$ cat config.mk
export PLATFORM = sky130hd
export DESIGN_NAME = btn_inport
export DESIGN_NICKNAME = d
export VERILOG_FILES = /design/src/rtl/btn_inport.sv
export SDC_FILE = /design/constraint.sdc
export NUM_CORES = 1
export LEC_CHECK = 0
export ABC_AREA = 1
export CAP_MARGIN = 0
export CORE_MARGIN = 3
export CORE_UTILIZATION = 57
export DETAILED_ROUTE_END_ITERATION = 7
export GPL_TIMING_DRIVEN = 0
export HOLD_SLACK_MARGIN = 0.08
export PLACE_DENSITY = 0.79
export SLEW_MARGIN = 10
export SYNTH_ARGS = -nofsm -noshare
export SYNTH_HDL_FRONTEND = slang
export SYNTH_SLANG_ARGS = --single-unit
$ cat constraint.sdc
create_clock -name clk -period 13.92 [get_ports clk]
set_clock_uncertainty 0.1 [all_clocks]
set_input_delay 1.392 -clock clk [delete_from_list [all_inputs] [get_ports clk]]
set_output_delay 1.392 -clock clk [all_outputs]
set_load 0.05 [all_outputs]
$ cat src/rtl/btn_inport.sv
// Debounced button/switch input port: two-flop synchroniser, prescaled debounce,
// sticky W1C rise/fall latches and a masked, registered interrupt.
module btn_inport #(
    parameter int unsigned WIDTH      = 32,
    parameter int unsigned PRESCALE   = 16,
    parameter int unsigned DEB_CYCLES = 4
) (
    input  logic             clk,
    input  logic             reset,
    input  logic [WIDTH-1:0] pin,
    input  logic             cs,
    input  logic             wen,
    input  logic [1:0]       addr,
    input  logic [WIDTH-1:0] din,
    output logic [WIDTH-1:0] dout,
    output logic [WIDTH-1:0] value,
    output logic             irq
);

    localparam int unsigned PW = (PRESCALE > 1) ? $clog2(PRESCALE) : 1;

    logic [PW-1:0]    pre_q;
    logic             tick;
    logic [WIDTH-1:0] sync1_q, sync2_q;
    logic [WIDTH-1:0] value_q, value_d;
    logic [WIDTH-1:0] rise_q, rise_d, rise_set, rise_clr;
    logic [WIDTH-1:0] fall_q, fall_d, fall_set, fall_clr;
    logic [WIDTH-1:0] mask_q, mask_d;
    logic [3:0]       cnt_q [WIDTH];
    logic [3:0]       cnt_d [WIDTH];
    logic             irq_q;
    logic             wr;

    assign tick = (pre_q == PW'(PRESCALE - 1));
    assign wr   = cs & wen;

    always_ff @(posedge clk or posedge reset) begin
        if (reset) begin
            pre_q <= '0;
        end else if (tick) begin
            pre_q <= '0;
        end else begin
            pre_q <= pre_q + PW'(1);
        end
    end

    always_ff @(posedge clk or posedge reset) begin
        if (reset) begin
            sync1_q <= '0;
            sync2_q <= '0;
        end else begin
            sync1_q <= pin;
            sync2_q <= sync1_q;
        end
    end

    // Per-bit debounce: a new level must persist for DEB_CYCLES consecutive ticks.
    always_comb begin
        value_d  = value_q;
        rise_set = '0;
        fall_set = '0;
        for (int i = 0; i < WIDTH; i++) begin
            cnt_d[i] = cnt_q[i];
            if (tick) begin
                if (sync2_q[i] == value_q[i]) begin
                    cnt_d[i] = '0;
                end else if (cnt_q[i] == 4'(DEB_CYCLES - 1)) begin
                    value_d[i]  = sync2_q[i];
                    cnt_d[i]    = '0;
                    rise_set[i] = sync2_q[i];
                    fall_set[i] = ~sync2_q[i];
                end else begin
                    cnt_d[i] = cnt_q[i] + 4'd1;
                end
            end
        end
    end

    // Set wins over a simultaneous write-1-to-clear of the same bit.
    always_comb begin
        rise_clr = (wr && addr == 2'd1) ? din : '0;
        fall_clr = (wr && addr == 2'd2) ? din : '0;
        rise_d   = (rise_q & ~rise_clr) | rise_set;
        fall_d   = (fall_q & ~fall_clr) | fall_set;
        mask_d   = (wr && addr == 2'd3) ? din : mask_q;
    end

    always_ff @(posedge clk or posedge reset) begin
        if (reset) begin
            value_q <= '0;
            rise_q  <= '0;
            fall_q  <= '0;
            mask_q  <= '0;
            irq_q   <= 1'b0;
            for (int i = 0; i < WIDTH; i++) begin
                cnt_q[i] <= '0;
            end
        end else begin
            value_q <= value_d;
            rise_q  <= rise_d;
            fall_q  <= fall_d;
            mask_q  <= mask_d;
            irq_q   <= |((rise_q | fall_q) & mask_q);
            for (int i = 0; i < WIDTH; i++) begin
                cnt_q[i] <= cnt_d[i];
            end
        end
    end

    always_comb begin
        dout = value_q;
        case (addr)
            2'd0: dout = value_q;
            2'd1: dout = rise_q;
            2'd2: dout = fall_q;
            2'd3: dout = mask_q;
        endcase
    end

    assign value = value_q;
    assign irq   = irq_q;

endmodule

# Word-level counts from Yosys, hierarchy flattened
# Index checks and enable logic that the tools add are counted.
# op_classes
n_addsub	33
n_eq_ne	68
muxes	260
n_bitwise	73
n_reduce_logical	37
# op_table
cell	count
2-to-1 mux 4 bit	65
2-to-1 mux 1 bit	192
adder 4 x 1 -> 4 bit, second input constant	33
== test 4 x 2 -> 1 bit, second input constant	32
one-hot mux 32 bit (4 select lines)	1
AND 32 bit	3
bitwise OR 32 bit	3
AND reduction 3 bit	32
2-to-1 mux 32 bit	2
NOT 1 bit	64
NOT 32 bit	2
== test 1 bit	32
OR reduction 32 bit	1
== test 2 bit, second input constant	2
== test 4 bit, second input constant	1
logical AND 1 bit	3
== test 2 x 1 -> 1 bit, second input constant	1
logical NOT 2 bit	1
AND 1 bit	1
# totals
regBits	325
inputBits	70
output_inout_bits	65
word_cells	542

# Depth between registers and ports, before layout
# Gate-level depths: netlist of the first run.
# logic_depth
depth_word	6
mapped_depth	8
depth_no_buf	7

# Worst setup path after synthesis of the first run
# Ideal clock, no wire load.
# synth_path
kind	input to output
start	in addr[0]
end	out dout[15]
arrival_ns	2.345
t_required_ns	12.428
slack_ns	10.083
path_stages	4
n_path_buf	1
cell_sequence	nor2_1 -> clkbuf_1 -> nand2_1 -> nand4_1
# synth_via
elab_chain_cells	2
elab_cells_between_ends	5
classes_between	eq/ne (3); mux (1); reduce/logical (1)
# synth_rtl
item	line_no	rtl
start, declared	13	input logic [1:0] addr,
== test 2 bit (tied with other cells)	112	case (addr)
one-hot mux 32 bit (4 select lines) (*)	112	
end, declared	15	output logic [WIDTH-1:0] dout,
# Every way passes the cells marked *; elsewhere a longest branch is shown, timed or not.

# Worst setup path in the final report of the first run
# layout_path
start	in addr[0]
end	out dout[22]
# The elaborated chain is that of the path after synthesis.

==> results of run 1 <==
==> final timing paths <==
| check | endpoint | depth (start not counted) |
|---|---|---|
| max | dout[22] | 7 |
| min | sync2_q[12] | 0 |
| max reg2reg | cnt_q[83] | 6 |
| min reg2reg | sync2_q[12] | 0 |
| max in group asynchronous | sync2_q[29] | 3 |
| min in group asynchronous | value[14] | 2 |
==> cell type report <==
cell class,count,area [um^2]
Fill cell,1744,7270
Sequential cell,325,8130
Timing Repair Buffer,137,1420
Clock buffer,52,1050
Inverter,108,413
Buffer,46,208
Tap cell,324,405
Multi-Input combinational cell,1033,5510
Clock inverter,5,50.0
==> worst reg2reg max path: cells and delay by family (launching register included) <==
| family | cells | cell delay [ps] |
|---|---|---|
| flip-flops | 1 | 390 |
| AND/OR/NAND/NOR | 2 | 260 |
| buffers and inverters | 2 | 880 |
| AO/OA/AOI/OAI | 1 | 120 |
| adder cells (fa/ha/maj) | 1 | 240 |
==> cell families (layout without fill, tap and decap cells) <==
family,after synthesis,in the layout
and+or+nand+nor,610,610
DFF,325,325
AOI/OAI and AO/OA,291,291
buffers and inverters,154,348
xor gates and xnor gates,99,99
adders and majority gates,33,33
==> metrics by stage <==
| step | power [mW] | worst slack [ps] | cell area (um^2) | TNS (ps) | hold WS (ps) |
|---|---|---|---|---|---|
| final | 2.30 | 8120 | 17200 | 0 | 239 |
| after global routing | 2.38 | 8070 | 17200 | 0 | 253 |
| after CTS | 2.30 | 8240 | 17200 | 0 | 245 |
| after detailed placement | 1.40 | 8270 | 16100 | 0 | 235 |
| after global placement | 1.39 | -329 | 16000 | -98430 | 234 |
| after floorplan | 1.28 | 3430 | 14300 | 0 | 231 |
==> synthesized netlist by cell type, drive strengths merged <==
library cell	number	area share, %
o31ai	17	0.90
nor3	15	1.1
o2111ai	2	0.12
o21ai	180	6.3
o22ai	46	2.0
nand3	89	3.2
a22o	16	0.98
xor2	51	3.1
clkbuf	19	0.50
buf	27	0.96
ha	33	2.9
inv	108	2.8
xnor2	48	2.9
or2	1	0.044
nand2	388	10
a21oi	30	1.1
dfrtp	325	57
nand4	30	1.3
nor2	87	2.4
==> layer usage <==
metal | vias to the layer above | global-route usage, % | share of wire (%)
li1 | 5375 | - | -
met1 | 5836 | 39.1 | 41
met2 | 498 | 46.5 | 47
met3 | 106 | 5.52 | 8.5
met4 | 0 | 10.6 | 3.7
met5 | - | 0 | 0
==> power by group <==
group / total (mW) / leakage, nW / switching (mW) / internal [mW]
clock: 0.901 / 0.546 / 0.364 / 0.537
combinational: 0.312 / 3.08 / 0.199 / 0.113
sequential: 1.08 / 4.15 / 0.0613 / 1.02
==> registers in the layout (all words and copies together), names as in the netlist <==
register / cells
sync1_q: 32
irq: 1
fall_q: 32
value: 32
rise_q: 32
cnt_q: 128
mask_q: 32
pre_q: 4
sync2_q: 32
==> run metrics, run 1 <==
CORE AREA=24500 um^2; H-Tree Depth=2; overall die width=164 um; setup bufs post-CTS=0; CTS Sinks=325; P&R area growth vs syn=20.6%; die area=26900 um^2; Worst EP arrival=4310 ps; Iter 0 DRT Violations=1131; post-synthesis simple-gate area fraction=18.3%; IO Count=135; Max VDD drop=113 uV; CTS tree=done; vias in the first global route=11856; Routed wire per std cell=18.8 um; Startpoint Class=primary input; CP cell instances=clkdlybuf4s50_1, inv_2, nor2_4, buf_1, nand2_1, nand4_1, clkdlybuf4s50_1; Setup crit start=addr[0]; Layout Cells excl Fill=2030; Post-Syn Area per Cell=9.43 um^2; CP Buf/Inv Count=4; crit path max fanout=10; worst min-delay path category=flop to flop; grt ovf=0; synth warn=0; Skew-Pair Late Insertion Delay=510 ps; Clock transition at path regs=60 ps; initial antenna violation count=0; largest net degree at the start of global routing=120; commonest non-fill, non-tap cells in the layout=nand2_1 (386), dfrtp_1 (325), o21ai_0 (144); WP data required=12430 ps; final setup vio count=0; R2R setup slack=11830 ps; crit path kind=primary input to output port; ANT cells=0; Total Routing Usage GR=28.8%; Compound-Gate Fraction of Synth Area=11.4%; # rows=57; Slew Viols, Final=0; first-pass GRT wire length=60.6 mm; cts repair resizes=0; CTS root buf=clkbuf_16; Most common cell on crit path=clkdlybuf4s50_1; fmax=172 MHz; Vias=11815; # DRC=0; post-synthesis mux area share=0%; crit path max-delay cell type=buf_1; R2R Path Start=pre_q[0]; Netlist cell types=26; gp weighted congestion=0.852; xor/xnor cell area share of the yosys netlist=6.08%; count of antenna-violating nets left after detailed routing=0; CP top delay family=buffers and inverters; post-placement cell count=1973; Post-Syn Instances=1512; worst hold path startpoint=sync1_q[12]; net count after synthesis=1615; Seq/Total Area, Yosys=57.1%; final core utilization=70.3%; Die Y-Extent=164 um; number of max-cap violations=0; Fin. Hold Viols=0; Slew HR=27.7%; CTS buffer count=34; post-synthesis adder-cell area fraction=2.90%; hold buffers post-CTS=0; HPWL Detailed=25.7 mm; final WL=38.2 mm; Leak=7.77 nW; fraction of layout cells with a size suffix above 1=5.80%; commonest non-fill, non-tap cell in the layout=nand2_1; mapped cell area=14300 um^2; critical path endpoint category=output port; port bufs=134; ratio of final minimum period to clock period=41.7%; worst slew pin tran=1080 ps; First-pass DRT Iterations=6; run status=finished clean; CP peak stage delay=830 ps; Yosys reg bits=325; main combinational cell family by area after synthesis=simple AND/OR/NAND/NOR gates; nets=1788; unrepaired setup endpoints after global routing=no; Via-to-Cell Ratio=5.82; Initial Utilization=58.3%; final critical-path required period=5800 ps; Max Root-Sink Buffers=3; PD cells=134 nW/um^2
Power figures use the tool's default switching activity.
==> run 2, diff against run 1 <==
==> constraint.sdc (replaced) <==
create_clock -name clk -period 5.8 [get_ports clk]
set_clock_uncertainty 0.1 [all_clocks]
set_input_delay 0.58 -clock clk [delete_from_list [all_inputs] [get_ports clk]]
set_output_delay 0.58 -clock clk [all_outputs]
set_load 0.05 [all_outputs]
==> run 2 against run 1 <==
- die area stayed put
- clock power is 130% higher
- utilization is 0.20 points higher
- sequential power is 140% higher
- combinational power is 140% higher
- worst setup slack worse by 6400 ps
- sequential share of layout area is 0.13 points lower
- first-iteration DRC count is 2.5% lower
- critical path depth stayed put
- critical path type unchanged
- critical endpoint is now dout[0]
- highest routed layer unchanged
==> run metrics, run 2 (synthesis gave the netlist of run 1 again) <==
run status=finished clean; Net Sw Frac=27.9% (+0.71 points); # rows=57 (unchanged); Die Y-Extent=164 um (unchanged); WP data required=5120 ps (-7310 ps); Worst Hold Slack=243 ps (+3.95 ps); R2R depth=6 (unchanged); ratio of final minimum period to clock period=71.0%; cts repair resizes=0 (unchanged); Startpoint Class=primary input; final critical-path required period=4120 ps; Comb pwr share=13.9% (+0.3 points); Most common cell on crit path=clkdlybuf4s50_1; overall die width=164 um (unchanged); initial antenna violation count=0 (unchanged); Max VDD drop=235 uV (+110%); Internal=3.92 mW (+130%); CORE AREA=24500 um^2 (unchanged); Leak=7.80 nW (+0.31%); largest net degree at the start of global routing=40 (-67%); CP top delay family=buffers and inverters; WHS Endpoint=sync2_q[23]; number of max-cap violations=0 (unchanged); Via-to-Cell Ratio=5.72 (-1.7%); Slew Viols, Final=0 (unchanged); CP Buf/Inv Count=4 (unchanged); Flop pwr share=47.8% (+0.6 points); crit path max-delay cell type=clkdlybuf4s50_1; R2R Path Start=pre_q[0]; IO Count=135 (unchanged); Routed wire per std cell=18.6 um (-0.86%); final core utilization=70.5% (+0.20 points); worst min-delay path category=flop to flop; Max Root-Sink Buffers=3 (unchanged); gp weighted congestion=0.866 (+1.6%); CTS buffer count=35 (+2.9%); Iter 0 DRT Violations=1103 (-2.5%); fmax=243 MHz; WHS Path Cells=0 (unchanged); Final Cell Area=17200 um^2 (+0.28%); count of antenna-violating nets left after detailed routing=0 (unchanged); CTS root buf=clkbuf_16; hold buffers post-CTS=0 (unchanged); HPWL Detailed=26.3 mm (+2.1%); CTS Sinks=325 (unchanged); grt ovf=0 (unchanged); final WL=38.0 mm (-0.37%); Largest register FFs=128 (unchanged); critical path endpoint category=output port; Initial Utilization=58.3% (unchanged); commonest non-fill, non-tap cells in the layout=nand2_1 (386), dfrtp_1 (325), o21ai_0 (144); Psw=1.52 mW (+140%); post-layout power=5.44 mW (+140%); Total Routing Usage GR=29.0% (+0.24 points); RR Endpoint=cnt_q[103]; unrepaired setup endpoints after global routing=no; Vias=11676 (-1.2%); crit path kind=primary input to output port; port bufs=134 (unchanged); worst slew pin tran=1070 ps (-18.9 ps); CTS tree=done; Clock transition at path regs=60 ps (about the same); commonest non-fill, non-tap cell in the layout=nand2_1; first-pass GRT wire length=61.3 mm (+1.2%); clock network power share=38.3% (-0.9 points); vias in the first global route=12004 (+1.2%); ANT cells=0 (unchanged); CP peak stage delay=840 ps (about the same); CP cell instances=clkdlybuf4s50_1, inv_2, nor2_4, buf_1, nand2_1, nand4_1, clkdlybuf4s50_1; fraction of layout cells with a size suffix above 1=6.24% (+0.43 points); nets=1795 (+0.39%); Fin. Hold Viols=0 (unchanged); R2R setup slack=3690 ps (-8140 ps); die area=26900 um^2 (unchanged); final setup vio count=0 (unchanged); P&R area growth vs syn=21.0%; Worst EP arrival=3440 ps (-870 ps); PD cells=316 nW/um^2 (+140%); Slew HR=29.0% (+1.3 points); Skew-Pair Late Insertion Delay=510 ps (about the same); crit path max fanout=10 (unchanged); setup_tns=0 ps (unchanged); worst hold path startpoint=sync1_q[23]; First-pass DRT Iterations=5 (-1); Area after DPL=16200 um^2 (+0.63%); # DRC=0 (unchanged); H-Tree Depth=2 (unchanged); largest reg by FF count=cnt_q; setup bufs post-CTS=0 (unchanged)
-- run 2: worst max-delay path by stage --
stage	end	from	cells past startpoint	slack (ps)
2_1_floorplan	cnt_q[0]	reset	1	780
6_report	dout[0]	addr[0]	7	1680
3_5_place_dp	dout[0]	addr[0]	7	1750
4_1_cts	dout[0]	addr[0]	7	1750
5_1_grt	dout[0]	addr[0]	7	1560
3_3_place_gp	sync2_q[28]	reset	2	-1390
-- run 2: metal layers --
| layer | global-route usage, % | up-vias | wire length (um) |
|---|---|---|---|
| met3 | 5.09 | 118 | 3150 |
| li1 | - | 5400 | - |
| met4 | 13.5 | 0 | 1680 |
| met2 | 46.1 | 479 | 17500 |
| met1 | 39.2 | 5679 | 15700 |
| met5 | 0 | - | 0 |
-- run 2: area by class of cell --
| cell class | count | area, um^2 |
|---|---|---|
| clock inverters | 10 | 53.8 |
| inverters | 108 | 409 |
| fillers | 1762 | 7220 |
| repair buffers | 143 | 1530 |
| well taps | 324 | 405 |
| flip-flops and latches | 325 | 8130 |
| plain buffers | 46 | 208 |
| clock buffers | 51 | 996 |
| multi-input cells | 1033 | 5510 |
-- run 2: metrics by stage --
stage | setup slack [ps] | instances
floorplan | 783 | 1512
global placement | -1390 | 1970
detailed placement | 1750 | 1979
CTS | 1750 | 2040
global route | 1560 | 2040
finish | 1680 | 2040
-- run 2: worst reg2reg max path: cells and delay by family, from the launching register on --
family / cells / cell delay [ps]
buffers and inverters: 2 / 890
and+or+nand+nor: 2 / 280
DFF: 1 / 390
adders and majority gates: 1 / 240
AOI/OAI and AO/OA: 1 / 110
-- run 2: power by group through the flow --
stage	registers [mW]	clock network, mW	logic, mW
after global placement	2.63	0	0.715
after CTS	2.60	2.10	0.757
after global routing	2.63	2.20	0.828
after detailed placement	2.63	0	0.750
final	2.60	2.08	0.756
after floorplan	2.60	0	0.471
==> run 3, diff against run 2 <==
--- a/config.mk
+++ b/config.mk
@@ -8,11 +8,11 @@
 export ABC_AREA = 1
 export CAP_MARGIN = 0
 export CORE_MARGIN = 3
-export CORE_UTILIZATION = 57
+export CORE_UTILIZATION = 52
 export DETAILED_ROUTE_END_ITERATION = 7
 export GPL_TIMING_DRIVEN = 0
 export HOLD_SLACK_MARGIN = 0.08
-export PLACE_DENSITY = 0.79
+export PLACE_DENSITY = 0.76
 export SLEW_MARGIN = 10
 export SYNTH_ARGS = -nofsm -noshare
 export SYNTH_HDL_FRONTEND = slang
==> constraint.sdc (replaced) <==
create_clock -name clk -period 3.4 [get_ports clk]
set_clock_uncertainty 0.1 [all_clocks]
set_input_delay 0.34 -clock clk [delete_from_list [all_inputs] [get_ports clk]]
set_output_delay 0.34 -clock clk [all_outputs]
set_load 0.05 [all_outputs]
==> run 3 against run 2 <==
- total power up 72%
- highest routed layer is now met5
- non-clock buffer count unchanged
- sequential power up 70%
- largest power group unchanged
==> run metrics, run 3 (synthesis gave the netlist of run 1 again) <==
run status=finished clean; Max VDD drop=373 uV (+59%); commonest non-fill, non-tap cells in the layout=nand2_1 (386), dfrtp_1 (325), o21ai_0 (144); IO Count=135 (unchanged); fraction of layout cells with a size suffix above 1=6.82% (+0.59 points); Internal=6.79 mW (+73%); CTS buffer count=34 (-2.9%); worst min-delay path category=primary input to asynchronous set/reset pin; port bufs=134 (unchanged); PD cells=541 nW/um^2 (+71%); setup bufs post-CTS=0 (unchanged); CORE AREA=26500 um^2 (+8.3%); largest reg by FF count=cnt_q; Vias=11761 (+0.73%); Worst EP arrival=2880 ps (-560 ps); Register Area=8130 um^2 (unchanged); clock network power share=38.9% (+0.6 points); Fin. Hold Viols=0 (unchanged); CTS tree=done; Startpoint Class=primary input; commonest non-fill, non-tap cell in the layout=nand2_1; ratio of final minimum period to clock period=97.7%; Total Routing Usage GR=26.9% (-2.2 points); die area=29400 um^2 (+9.3%); Most common cell on crit path=clkdlybuf4s50_1; Via-to-Cell Ratio=5.73 (+0.19%); pre-CTS setup slack=-153 ps (-1900 ps); First-pass DRT Iterations=5 (unchanged); Psw=2.58 mW (+70%); Multi-input gate area=5510 um^2 (unchanged); overall die width=172 um (+4.5%); final worst setup slack=76.8 ps (-1610 ps); WP data required=2960 ps (-2160 ps); Die Y-Extent=172 um (+4.5%); Leak=7.84 nW (+0.56%); CP cell instances=clkdlybuf4s50_1, inv_2, nor2_4, clkdlybuf4s15_2, nand2_1, nand4_1, clkdlybuf4s50_1; vias in the first global route=11886 (-0.98%); Iter 0 DRT Violations=1157 (+4.9%); Clock transition at path regs=60 ps (about the same); critical path endpoint category=output port; Routed wire per std cell=18.7 um (+0.59%); CP top delay family=buffers and inverters; Comb pwr share=13.8% (about the same); HPWL Detailed=26.4 mm (+0.64%); unrepaired setup endpoints after global routing=no; Final Cell Area=17300 um^2 (+0.50%); Slew Viols, Final=0 (unchanged); post-layout power=9.37 mW (+72%); Area after DPL=16200 um^2 (about the same); Flop pwr share=47.3% (-0.5 points); first-pass GRT wire length=62.0 mm (+1.2%); largest net degree at the start of global routing=39 (-2.5%); # DRC=0 (unchanged); crit path max-delay cell type=clkdlybuf4s50_1; Largest register FFs=128 (unchanged); number of max-cap violations=0 (unchanged); nets=1794 (-0.056%); crit path max fanout=10 (unchanged); Max Root-Sink Buffers=3 (unchanged); fmax=301 MHz; P&R area growth vs syn=21.6%; Skew-Pair Late Insertion Delay=520 ps (about the same); Layout fillers=2061 (+17%); final critical-path required period=3320 ps; H-Tree Depth=2 (unchanged); R2R setup slack=1330 ps (-2360 ps); grt ovf=0 (unchanged); CP peak stage delay=820 ps (-20 ps); setup_tns=0 ps (unchanged); gp weighted congestion=0.862 (-0.45%); # rows=59 (+3.5%); count of antenna-violating nets left after detailed routing=0 (unchanged); Net Sw Frac=27.5% (-0.34 points); final setup vio count=0 (unchanged); crit path kind=primary input to output port; final WL=38.4 mm (+1.1%); Initial Utilization=53.8% (-4.5 points); initial antenna violation count=1 (+1); CTS Sinks=325 (unchanged); CTS root buf=clkbuf_16; worst slew pin tran=765 ps (-300 ps); CP Buf/Inv Count=4 (unchanged); Slew HR=49.0% (+20 points)
-- run 3: layer usage --
metal  global-route usage [%]  part of all wire (%)  up-vias
met5                        0                 0.034        -
met3                     5.24                   8.6       99
li1                         -                     -     5414
met2                     43.0                    46      485
met1                     36.7                    42     5761
met4                     10.0                   3.8        2
-- run 3: worst paths after layout --
kind | endpoint | startpoint | depth (start not counted)
worst min register to register | sync2_q[4] | sync1_q[4] | 0
worst min-delay path | mask_q[15] | reset | 2
min in group clk | sync1_q[20] | pin[20] | 1
worst max register to register | cnt_q[1] | pre_q[0] | 6
worst max-delay path | dout[7] | addr[1] | 7
max in group asynchronous | cnt_q[12] | reset | 6
-- run 3: power by group through the flow --
| stage | Combinational [mW] | Clock (mW) | Sequential, mW |
|---|---|---|---|
| after detailed placement | 1.28 | 0 | 4.49 |
| after global routing | 1.42 | 3.85 | 4.47 |
| final | 1.29 | 3.64 | 4.43 |
| after floorplan | 0.803 | 0 | 4.44 |
| after global placement | 1.23 | 0 | 4.48 |
| after CTS | 1.29 | 3.68 | 4.43 |
-- run 3: metrics by stage --
stage | util [%] | std cells | hold slack, ps
floorplan | - | 1512 | 231
global placement | 60.4 | 1981 | 233
detailed placement | 61.1 | 1990 | 235
CTS | 65.4 | 2050 | 114
global route | 65.4 | 2050 | 137
finish | 65.4 | 2051 | 115
-- run 3: cell type report --
| class | instances | share of cell area, % |
|---|---|---|
| Multi-Input combinational cell | 1033 | 31.8 |
| Sequential cell | 325 | 46.9 |
| Tap cell | 335 | 2.42 |
| Antenna cell | 1 | 0.0144 |
| Clock inverter | 8 | 0.440 |
| Timing Repair Buffer | 143 | 8.79 |
| Inverter | 108 | 2.36 |
| Buffer | 46 | 1.42 |
| Clock buffer | 52 | 5.83 |
-- run 3: timing repair --
action,in CTS,in global routing
resized for setup,13,6
endpoints found under the setup margin,25,14
hold buffers,0,0
